### src/rtl/sysid_ext_slave.sv
// System-ID slave: build ID/timestamp, snapshot-coherent 64-bit uptime counter and
// scratch registers behind an Avalon-MM port with a fixed-latency read return pipe.
module sysid_ext_slave #(
  parameter logic [31:0] ID_VALUE        = 32'h0000_0000,
  parameter logic [31:0] TIMESTAMP_VALUE = 32'h0000_0000,
  parameter int          NUM_SCRATCH     = 2,
  parameter int          READ_LATENCY    = 1
) (
  input  logic        clock,
  input  logic        reset_n,
  input  logic [2:0]  address,
  input  logic        read,
  input  logic        write,
  input  logic [31:0] writedata,
  input  logic [3:0]  byteenable,
  output logic [31:0] readdata,
  output logic        readdatavalid
);

  localparam logic [2:0] NS = 3'(NUM_SCRATCH);

  logic [63:0] cnt_q, cnt_d;
  logic [31:0] hi_q, hi_d;
  logic        run_q, run_d;
  logic [31:0] scr_q [4];
  logic [31:0] scr_d [4];

  logic [READ_LATENCY-1:0] vld_q, vld_d;
  logic [31:0]             dat_q [READ_LATENCY];
  logic [31:0]             dat_d [READ_LATENCY];

  logic [2:0]  scr_off;
  logic        scr_hit;
  logic        ctrl_we;
  logic [31:0] rd_word;

  always_comb begin
    scr_off = address - 3'd5;
    scr_hit = (address >= 3'd5) && (scr_off < NS);
    ctrl_we = write && (address == 3'd4) && byteenable[0];
  end

  // Read data is taken from the current register outputs, so a same-cycle write is not seen.
  always_comb begin
    rd_word = '0;
    case (address)
      3'd0:    rd_word = ID_VALUE;
      3'd1:    rd_word = TIMESTAMP_VALUE;
      3'd2:    rd_word = cnt_q[31:0];
      3'd3:    rd_word = hi_q;
      3'd4:    rd_word = {30'd0, run_q, 1'b0};
      default: if (scr_hit) rd_word = scr_q[scr_off[1:0]];
    endcase
  end

  always_comb begin
    run_d = ctrl_we ? writedata[1] : run_q;
    if (ctrl_we && writedata[0]) begin
      cnt_d = '0;
    end else if (run_q) begin
      cnt_d = cnt_q + 64'd1;
    end else begin
      cnt_d = cnt_q;
    end
    // Upper half is frozen alongside the low-word read so the pair stays coherent.
    hi_d = (read && (address == 3'd2)) ? cnt_q[63:32] : hi_q;
    for (int i = 0; i < 4; i++) begin
      scr_d[i] = scr_q[i];
      if (write && scr_hit && (scr_off[1:0] == 2'(i))) begin
        for (int b = 0; b < 4; b++) begin
          if (byteenable[b]) scr_d[i][8*b +: 8] = writedata[8*b +: 8];
        end
      end
    end
  end

  // Data lane carries zero on idle slots, so readdata is 0 whenever readdatavalid is 0.
  always_comb begin
    vld_d[0] = read;
    dat_d[0] = read ? rd_word : '0;
    for (int i = 1; i < READ_LATENCY; i++) begin
      vld_d[i] = vld_q[i-1];
      dat_d[i] = dat_q[i-1];
    end
  end

  always_ff @(posedge clock or negedge reset_n) begin
    if (!reset_n) begin
      cnt_q <= '0;
      hi_q  <= '0;
      run_q <= 1'b1;
      vld_q <= '0;
      for (int i = 0; i < 4; i++) scr_q[i] <= '0;
      for (int i = 0; i < READ_LATENCY; i++) dat_q[i] <= '0;
    end else begin
      cnt_q <= cnt_d;
      hi_q  <= hi_d;
      run_q <= run_d;
      vld_q <= vld_d;
      for (int i = 0; i < 4; i++) scr_q[i] <= scr_d[i];
      for (int i = 0; i < READ_LATENCY; i++) dat_q[i] <= dat_d[i];
    end
  end

  assign readdata      = dat_q[READ_LATENCY-1];
  assign readdatavalid = vld_q[READ_LATENCY-1];

endmodule

### config.mk
export PLATFORM = sky130hd
export DESIGN_NAME = sysid_ext_slave
export DESIGN_NICKNAME = d
export VERILOG_FILES = /design/src/rtl/sysid_ext_slave.sv
export SDC_FILE = /design/constraint.sdc
export NUM_CORES = 1
export LEC_CHECK = 0
export BUFFER_PORTS_ARGS = -buffer_cell sky130_fd_sc_hd__buf_2
export CAP_MARGIN = 20
export CORE_MARGIN = 2
export CORE_UTILIZATION = 40
export CTS_CLUSTER_SIZE = 16
export DETAILED_ROUTE_END_ITERATION = 7
export SYNTH_ARGS = -nofsm -noshare
export SYNTH_HDL_FRONTEND = slang
export SYNTH_SLANG_ARGS = --single-unit
### constraint.sdc
create_clock -name clock -period 2.8 [get_ports clock]
set_input_delay 0.42 -clock clock [delete_from_list [all_inputs] [get_ports clock]]
set_output_delay 0.42 -clock clock [all_outputs]
set_load 0.02 [all_outputs]
==> results of run 1 <==
[power by group]
group	leakage, nW	internal [mW]	switching [mW]
logic	1.86	0.582	0.604
registers	2.47	3.33	0.585
clock network	0.304	1.36	1.17
total	4.64	5.28	2.36
[flip-flops by register name, summed over array words and instances, names as in the netlist]
register and flops:
hi_q 32, scr_q 64, readdata 32, run_q 1, cnt_q 64, readdatavalid 1
[layout by cell type, fill, tap and decap left out, drive strengths merged]
master and instances:
or4 7, nor2b 34, nand3 26, a21o 1, mux2i 1, o21ai 30, or3 24, a41o 3
a31o 6, inv 25, a222oi 31, nand3b 1, or2 2, and3 8, dfrtp 193, and2 5
clkinv 6, buf 107, o31ai 2, dfstp 1, clkbuf 18, xor2 15, a21oi 33, nand2 44
bufinv 2, nor3 18, nor4 15, o21a 2, a221oi 1, xnor2 17, nand4b 2, o41ai 1
dlygate4sd3 1, nand4 36, nor2 52, mux2 117, and4 9, ha 6
[worst register-to-register path, stage by stage (launching register included)]
cell	delay [ns]
dfrtp_1	0.47
ha_1	0.29
nand2_1	0.14
or3_4	0.42
or4_1	0.65
or3_1	0.35
a21oi_1	0.16
[what timing repair did]
item / in CTS / in global routing
setup buffers: 0 / 0
hold buffers: 1 / 0
endpoints found under the hold margin: 17 / 0
setup endpoints to repair: 0 / 0
[routing by layer]
layer,wire length (um),global-route usage (%)
met1,10700,29.5
met2,10400,29.7
met3,1330,3.36
met4,386,5.64
met5,0,0
[logic make-up after synthesis]
logic type	count (synthesis)	synth area share [%]
adders and majority gates	6	0.829
and+or+nand+nor	283	17.0
xor gates and xnor gates	32	3.09
muxes	118	14.7
DFF	194	53.6
buffers and inverters	57	2.40
AOI/OAI and AO/OA	110	8.43
[stage by stage]
step / util, % / cell area [um2] / worst slack [ns] / total power [mW] / hold slack (ns)
final: 47.2 / 10600 / 0.247 / 7.64 / 0.222
after global routing: 47.2 / 10600 / 0.0948 / 8.04 / 0.206
after CTS: 47.2 / 10600 / 0.279 / 7.70 / 0.209
after detailed placement: 44.3 / 9950 / 0.315 / 5.14 / 0.455
after global placement: 44.3 / 9950 / 0.352 / 5.10 / 0.451
after floorplan: - / 9060 / 0.0875 / 4.62 / 0.124
[final cells by class]
class                           count  area (um2)
Fill cell                        2050       11900
Inverter                           18        67.6
Tap cell                          285         357
Clock buffer                       17         425
Sequential cell                   194        4860
Timing Repair Buffer              109         679
Multi-Input combinational cell    549        4000
Clock inverter                     15         195
[worst max path at each step]
stage / slack, ns / startpoint / endpoint / cells after the start
after CTS: 0.28 / cnt_q[0] / cnt_q[44] / 6
after global routing: 0.09 / cnt_q[0] / cnt_q[42] / 6
after floorplan: 0.09 / address[0] / scr_q[100] / 9
after global placement: 0.35 / cnt_q[0] / cnt_q[44] / 6
after detailed placement: 0.32 / cnt_q[0] / cnt_q[44] / 6
final: 0.25 / cnt_q[0] / cnt_q[44] / 6
==> out/results.ini, run 1 <==
[timing]
setup_viol = 0
report.final.hold_viol_count = 0
rsz0062_at_grt = no
fmax_ghz = 0.392
fin_tns_setup_ns = 0
worst_clock_skew_ns = 0.0132
drv_slew = 0
slew-limit-headroom_pct = 57.1
worst_pin_slew_ns = 0.637
period_minus_slack_ns = 2.55
fin_crit_sh_pct = 91.2

[yosys]
synth_area_leaders = dfrtp_1 53%, mux2_2 15%, a222oi_1 3.4%
ys.flop_type = dfrtp_1
yosysMostFrequentCell = dfrtp_1
ys_warn_count = 0
synthDistinctLibCells = 39
synth_largest_area_cell = dfrtp_1
netlist_instances = 800
async_flop_share_pct = 100
syn-num-nets = 849
avgSynthCellArea_um2 = 11.3
synth_common_cells = 193 x dfrtp_1, 117 x mux2_2, 52 x nor2_1
synth-seq-cells = 194
netlist_area_um2 = 9060
synth_edf_count = 0
ys_seq_area_share_pct = 53.6
synth_top_area_share_pct = 53.3

[critical_path]
cp-end-kind = register
worstPathRequired_ns = 3.16
crit_buf_inv = 0
worstPathMaxFanout = 8
path_delay_family = simple AND/OR/NAND/NOR gates
worstSetupPathType = reg -> reg
crit_arrival_ns = 2.92
r2r-end = cnt_q[44]
critPathMaxStageDelay_ns = 0.65
slowest_stage = or4_1
r2r_start = cnt_q[0]
reg2reg_slack_ns = 0.25
cp_cell_sequence = ha_1, nand2_1, or3_4, or4_1, or3_1, a21oi_1
reg2regPathDepth = 6
crit_path_start_kind = register

[hold_path]
hp-start = writedata[9]
min_path_type = in -> reg
worstHoldPathCells = 2
hold_end = scr_q[105]

[floorplan]
coreArea_um2 = 22400
die_h_um = 154
start_util_pct = 40.4
die_area_um2 = 23900
std_cell_rows = 55
ios = 76
dieWidth_um = 154

[route]
num_vias = 6759
first_iter_violations = 713
viasPerCell = 5.69
avgRoutedWirePerCell_um = 19.3
dr.pass1.iters = 8
ant_nets = 0
wirelength_mm = 22.9
drc_errors = 0

[finish]
drive_above_1_share_pct = 30.3
antenna_cells = 0
final_cells = 1187
area_growth_pct = 16.8
nNetsFinal = 938

[global_routing]
antenna_found_initial = 0
grt_max_degree = 71
grt-ovfl-total = 0
grt_pass1_wl_mm = 37.1
grt_pass1_vias = 6606
grt_usage_pct = 19.8

[clock_tree]
cts_resized = 0
cts_inserted_buffers = 17
clock_path_buffers = 2
cts_sinks = 194
ctsRootBufferMaster = clkbuf_16
cts_tree = built
clk_latency_ns = 0.44
path_clk_slew_ns = 0.08
cts-htree-levels = 4

[place]
hpwl_mm = 16.6
globalplace.congestion = 0.934
port_buffers = 75
post-place-cells = 1154

[power_and_ir_drop]
powerDensity_nw_per_um2 = 722
ir_drop_uv = 421
power_leakage_nw = 4.64

[job]
cap_viol_max_count = 0

[run_status]
run_status = finished, final reports clean

Note: power is estimated with default switching activity, not from simulation.
==> run 2, diff against run 1 <==
CTS_BUF_LIST = sky130_fd_sc_hd__clkbuf_8   (was unset)
SLEW_MARGIN = 10   (was unset)
==> out/results.ini, run 2 (synthesis results as in run 1) <==
[run_status]
run_status = complete, but fails checks  ; was finished, final reports clean
violations = DRC

[power_and_ir_drop]
pwr-share-seq_pct = 55.7  ; was 51.3%
powerDensity_nw_per_um2 = 677  ; was 722 nW/um2
p_total_mw = 7.03  ; was 7.64 mW
clock_power_share_pct = 27.5  ; was 33.2%
ir_drop_uv = 281  ; was 421 uV
p_sw_share_pct = 32.4  ; was 30.9%
switching_power_mw = 2.28  ; was 2.36 mW
p_int_mw = 4.75  ; was 5.28 mW
power_leakage_nw = 4.55  ; was 4.64 nW
combPwrFrac_pct = 16.8  ; was 15.5%

[clock_tree]
ctsRootBufferMaster = clkbuf_8  ; was clkbuf_16
cts_tree = built  ; unchanged
cts_inserted_buffers = 17  ; unchanged
cts_sinks = 194  ; unchanged
path_clk_slew_ns = 0.11  ; was 0.08 ns
clk_latency_ns = 0.48  ; was 0.44 ns
cts_resized = 0  ; unchanged
cts-htree-levels = 4  ; unchanged
clock_path_buffers = 2  ; unchanged

[floorplan]
std_cell_rows = 55  ; unchanged
start_util_pct = 40.4  ; unchanged
die_h_um = 154  ; unchanged
die_area_um2 = 23900  ; unchanged
coreArea_um2 = 22400  ; unchanged
dieWidth_um = 154  ; unchanged
ios = 76  ; unchanged

[hold_path]
min_path_type = in -> reg  ; unchanged

[critical_path]
worstPathMaxFanout = 8  ; unchanged
cp-end-kind = register  ; unchanged
worstPathRequired_ns = 3.21  ; was 3.16 ns
crit_arrival_ns = 2.96  ; was 2.92 ns
crit_path_start_kind = register  ; unchanged
worstSetupPathType = reg -> reg  ; unchanged

[timing]
worst_pin_slew_ns = 0.665  ; was 0.637 ns
fin_tns_setup_ns = 0  ; unchanged
setup_viol = 0  ; unchanged
rsz0062_at_grt = no  ; unchanged
report.final.hold_viol_count = 0  ; unchanged
drv_slew = 0  ; unchanged
period_minus_slack_ns = 2.55  ; about the same
worst_clock_skew_ns = 0.0185  ; was 0.0132 ns
fin_crit_sh_pct = 90.9  ; was 91.2%
fmax_ghz = 0.393  ; was 0.392 GHz
slew-limit-headroom_pct = 55.3  ; was 57.1%

[finish]
top_regs = cnt_q (64), scr_q (64)  ; unchanged
layout_commonest_cell = dfrtp_1  ; unchanged
area_growth_pct = 14.7  ; was 16.8%
final_cell_mix = 193 x dfrtp_1, 117 x mux2_2, 74 x buf_2, 52 x nor2_1, 44 x nand2_1  ; unchanged
drive_above_1_share_pct = 30.3  ; unchanged
antenna_cells = 0  ; unchanged
nNetsFinal = 938  ; unchanged

[global_routing]
grt-ovfl-total = 0  ; unchanged
antenna_found_initial = 0  ; unchanged
grt_max_degree = 71  ; unchanged
grt_pass1_wl_mm = 36.8  ; was 37.1 mm
grt_usage_pct = 19.6  ; was 19.8%
grt_pass1_vias = 6526  ; was 6606

[job]
cap_viol_max_count = 0  ; unchanged

[route]
first_iter_violations = 653  ; was 713
drc_errors = 4  ; was 0
wirelength_mm = 22.8  ; was 22.9 mm
ant_nets = 0  ; unchanged
viasPerCell = 5.68  ; was 5.69
num_vias = 6744  ; was 6759
avgRoutedWirePerCell_um = 19.2  ; was 19.3 um
dr.pass1.iters = 8  ; unchanged

[place]
port_buffers = 75  ; unchanged
globalplace.congestion = 0.934  ; unchanged
hpwl_mm = 16.6  ; unchanged

-- run 2: cell count changes in the layout (fill, tap and decap cells not counted) --
cell | previous run | this run
clkbuf_8 | 1 | 18
clkbuf_16 | 17 | 0
-- run 2: final timing paths --
path	start	end	slack [ns]	depth (start not counted)
min	writedata[9]	scr_q[105]	0.18	2
max	cnt_q[0]	cnt_q[44]	0.25	6
min reg2reg	hi_q[20]	hi_q[20]	0.50	2
min in group asynchronous	reset_n	scr_q[89]	0.47	2
max reg2reg	cnt_q[0]	cnt_q[44]	0.25	6
max in group asynchronous	reset_n	run_q	1.43	3
-- run 2: per-layer routing --
| metal | up-vias | GRT usage (%) | part of all wire, % |
|---|---|---|---|
| met3 | 23 | 3.59 | 5.7 |
| met1 | 3374 | 29.6 | 48 |
| met4 | 0 | 5.38 | 1.5 |
| li1 | 3150 | - | - |
| met2 | 197 | 29.1 | 45 |
| met5 | - | 0 | 0 |
-- run 2: what timing repair did --
action                    CTS  global route
hold buffers                1             0
hold endpoints to repair   66             0
buffers inserted            0             0
-- run 2: worst max-delay path: stages (launching register included) --
cell and delay [ns]:
dfrtp_1 0.48, ha_1 0.29, nand2_1 0.14, or3_4 0.42, or4_1 0.65, or3_1 0.35, a21oi_1 0.15
-- run 2: cell type report --
| class | instances | area, um2 |
|---|---|---|
| Clock buffer | 17 | 234 |
| Fill cell | 2078 | 12000 |
| Tap cell | 285 | 357 |
| Clock inverter | 15 | 195 |
| Sequential cell | 194 | 4860 |
| Timing Repair Buffer | 109 | 679 |
| Inverter | 18 | 67.6 |
| Multi-Input combinational cell | 549 | 4000 |
-- run 2: stage by stage --
| step | hold WS [ns] | cell area (um2) | cells | util [%] | worst slack [ns] |
|---|---|---|---|---|---|
| 2_1_floorplan | 0.124 | 9060 | 800 | - | 0.0875 |
| 6_report | 0.176 | 10400 | 1187 | 46.3 | 0.254 |
| 3_5_place_dp | 0.455 | 9950 | 1154 | 44.3 | 0.315 |
| 4_1_cts | 0.149 | 10400 | 1187 | 46.3 | 0.272 |
| 3_3_place_gp | 0.451 | 9950 | 1154 | 44.3 | 0.352 |
| 5_1_grt | 0.144 | 10400 | 1187 | 46.3 | 0.0869 |
-- run 2: power groups by stage --
stage,combinational [mW],sequential [mW],clock (mW)
after floorplan,0.878,3.74,0
after global placement,1.16,3.94,0
after detailed placement,1.18,3.96,0
after CTS,1.19,3.90,2.00
after global routing,1.32,4.00,2.11
final,1.18,3.91,1.94
==> run 3, diff against run 2 <==
clock period = 2.4 ns   (was 2.8 ns; I/O delays follow)
==> out/results.ini, run 3 (synthesis results as in run 1) <==
[run_status]
run_status = finished, final reports clean  ; was complete, but fails checks

[finish]
drive_above_1_share_pct = 34.3  ; was 30.3%
antenna_cells = 0  ; unchanged
final_cell_area_um2 = 10700  ; was 10400 um2
final_cell_mix = 193 x dfrtp_1, 117 x mux2_2, 74 x buf_2, 66 x buf_4  ; was 193 x dfrtp_1, 117 x mux2_2, 74 x buf_2, 52 x nor2_1, 44 x nand2_1
multi_input_area_um2 = 4030  ; was 4000 um2
top_regs = cnt_q (64), scr_q (64)  ; unchanged
fillers = 2069  ; was 2078
layout_commonest_cell = dfrtp_1  ; unchanged
regArea_um2 = 4860  ; unchanged
nNetsFinal = 976  ; was 938
area_growth_pct = 18.2  ; was 14.7%

[power_and_ir_drop]
ir_drop_uv = 383  ; was 281 uV
powerDensity_nw_per_um2 = 780  ; was 677 nW/um2
power_leakage_nw = 4.74  ; was 4.55 nW

[critical_path]
worstPathMaxFanout = 8  ; unchanged
cp-end-kind = register  ; unchanged
worstSetupPathType = reg -> reg  ; unchanged
crit_arrival_ns = 2.64  ; was 2.96 ns
crit_path_start_kind = register  ; unchanged
worstPathRequired_ns = 2.81  ; was 3.21 ns

[route]
wirelength_mm = 23.3  ; was 22.8 mm
drc_errors = 0  ; was 4
first_iter_violations = 752  ; was 653
avgRoutedWirePerCell_um = 19.0  ; was 19.2 um
dr.pass1.iters = 6  ; was 8
ant_nets = 0  ; unchanged
viasPerCell = 5.63  ; was 5.68
num_vias = 6892  ; was 6744

[timing]
period_minus_slack_ns = 2.23  ; was 2.55 ns
drv_slew = 0  ; unchanged
worst_clock_skew_ns = 0.0175  ; was 0.0185 ns
report.final.hold_viol_count = 0  ; unchanged
fin_tns_setup_ns = 0  ; unchanged
worst_pin_slew_ns = 0.626  ; was 0.665 ns
rsz0062_at_grt = no  ; unchanged
fin_hold_ws_ns = 0.111  ; was 0.176 ns
setup_viol = 0  ; unchanged
slew-limit-headroom_pct = 58.0  ; was 55.3%
fin_crit_sh_pct = 93.0  ; was 90.9%
fmax_ghz = 0.448  ; was 0.393 GHz

[floorplan]
die_h_um = 154  ; unchanged
ios = 76  ; unchanged
dieWidth_um = 154  ; unchanged
die_area_um2 = 23900  ; unchanged
std_cell_rows = 55  ; unchanged
coreArea_um2 = 22400  ; unchanged
start_util_pct = 40.4  ; unchanged

[clock_tree]
clock_path_buffers = 2  ; unchanged
ctsRootBufferMaster = clkbuf_8  ; unchanged
cts_tree = built  ; unchanged
cts_inserted_buffers = 17  ; unchanged
cts-htree-levels = 4  ; unchanged
path_clk_slew_ns = 0.12  ; was 0.11 ns
clk_latency_ns = 0.48  ; about the same
cts_sinks = 194  ; unchanged

[hold_path]
min_path_type = in -> reg  ; unchanged

[place]
port_buffers = 75  ; unchanged
globalplace.congestion = 0.915  ; was 0.934
hpwl_mm = 17.2  ; was 16.6 mm
placed_area_um2 = 10300  ; was 9950 um2

[global_routing]
grt_pass1_vias = 6731  ; was 6526
grt_pass1_wl_mm = 37.6  ; was 36.8 mm
grt_max_degree = 66  ; was 71
antenna_found_initial = 0  ; unchanged
grt-ovfl-total = 0  ; unchanged
grt_usage_pct = 20.1  ; was 19.6%

[job]
cap_viol_max_count = 0  ; unchanged

run 3: stage by stage:
| step | util, % | instances | total power [mW] | setup slack [ns] |
|---|---|---|---|---|
| floorplan | - | 800 | 5.39 | 0.00822 |
| global placement | 45.8 | 1192 | 6.14 | 0.106 |
| detailed placement | 45.8 | 1192 | 6.20 | 0.0560 |
| CTS | 47.7 | 1225 | 8.41 | 0.101 |
| global route | 47.7 | 1225 | 8.81 | 0.0344 |
| finish | 47.7 | 1225 | 8.35 | 0.167 |
run 3: metal layers:
metal,wire length [um],track usage [%],vias to the layer above,share of wire [%]
li1,-,-,3219,-
met1,11000,29.2,3449,47
met2,10700,31.3,197,46
met3,1310,3.22,27,5.6
met4,306,5.34,0,1.3
met5,0,0,-,0
run 3: repair_timing:
action,in CTS,in global routing
buffers inserted,0,0
resized for setup,0,1
hold endpoints to repair,60,0
hold buffers,1,0
endpoints found under the setup margin,0,2
run 3: power breakdown:
part | total (mW) | leakage [nW] | switching [mW] | internal (mW)
sequential | 4.42 | 2.47 | 0.528 | 3.89
combinational | 1.74 | 2.06 | 0.905 | 0.837
clock | 2.20 | 0.207 | 1.31 | 0.889
total | 8.35 | 4.74 | 2.74 | 5.61
run 3: final timing paths:
check                      slack (ns)           to     startpoint  cells after the start
setup / recovery                 0.17    cnt_q[41]          run_q                      5
hold / removal                   0.11   scr_q[125]  writedata[29]                      2
max in group asynchronous        1.25    cnt_q[42]        reset_n                      3
setup reg to reg                 0.17    cnt_q[41]          run_q                      5
min in group asynchronous        0.42  readdata[8]        reset_n                      2
hold reg to reg                  0.49     hi_q[20]       hi_q[20]                      2
run 3: final cells by class:
type / count / area share (%)
flip-flops and latches: 194 / 45.3
repair buffers: 147 / 9.24
inverters: 18 / 0.631
clock inverters: 15 / 1.69
well taps: 285 / 3.33
multi-input cells: 549 / 37.6
clock buffers: 17 / 2.18
run 3: worst max-delay path, cell delays in order, from the launching register on:
cell	delay (ns)
dfstp_2	0.58
nand3_1	0.19
nor2_1	0.38
nand3_1	0.36
or4_1	0.49
a21oi_1	0.16
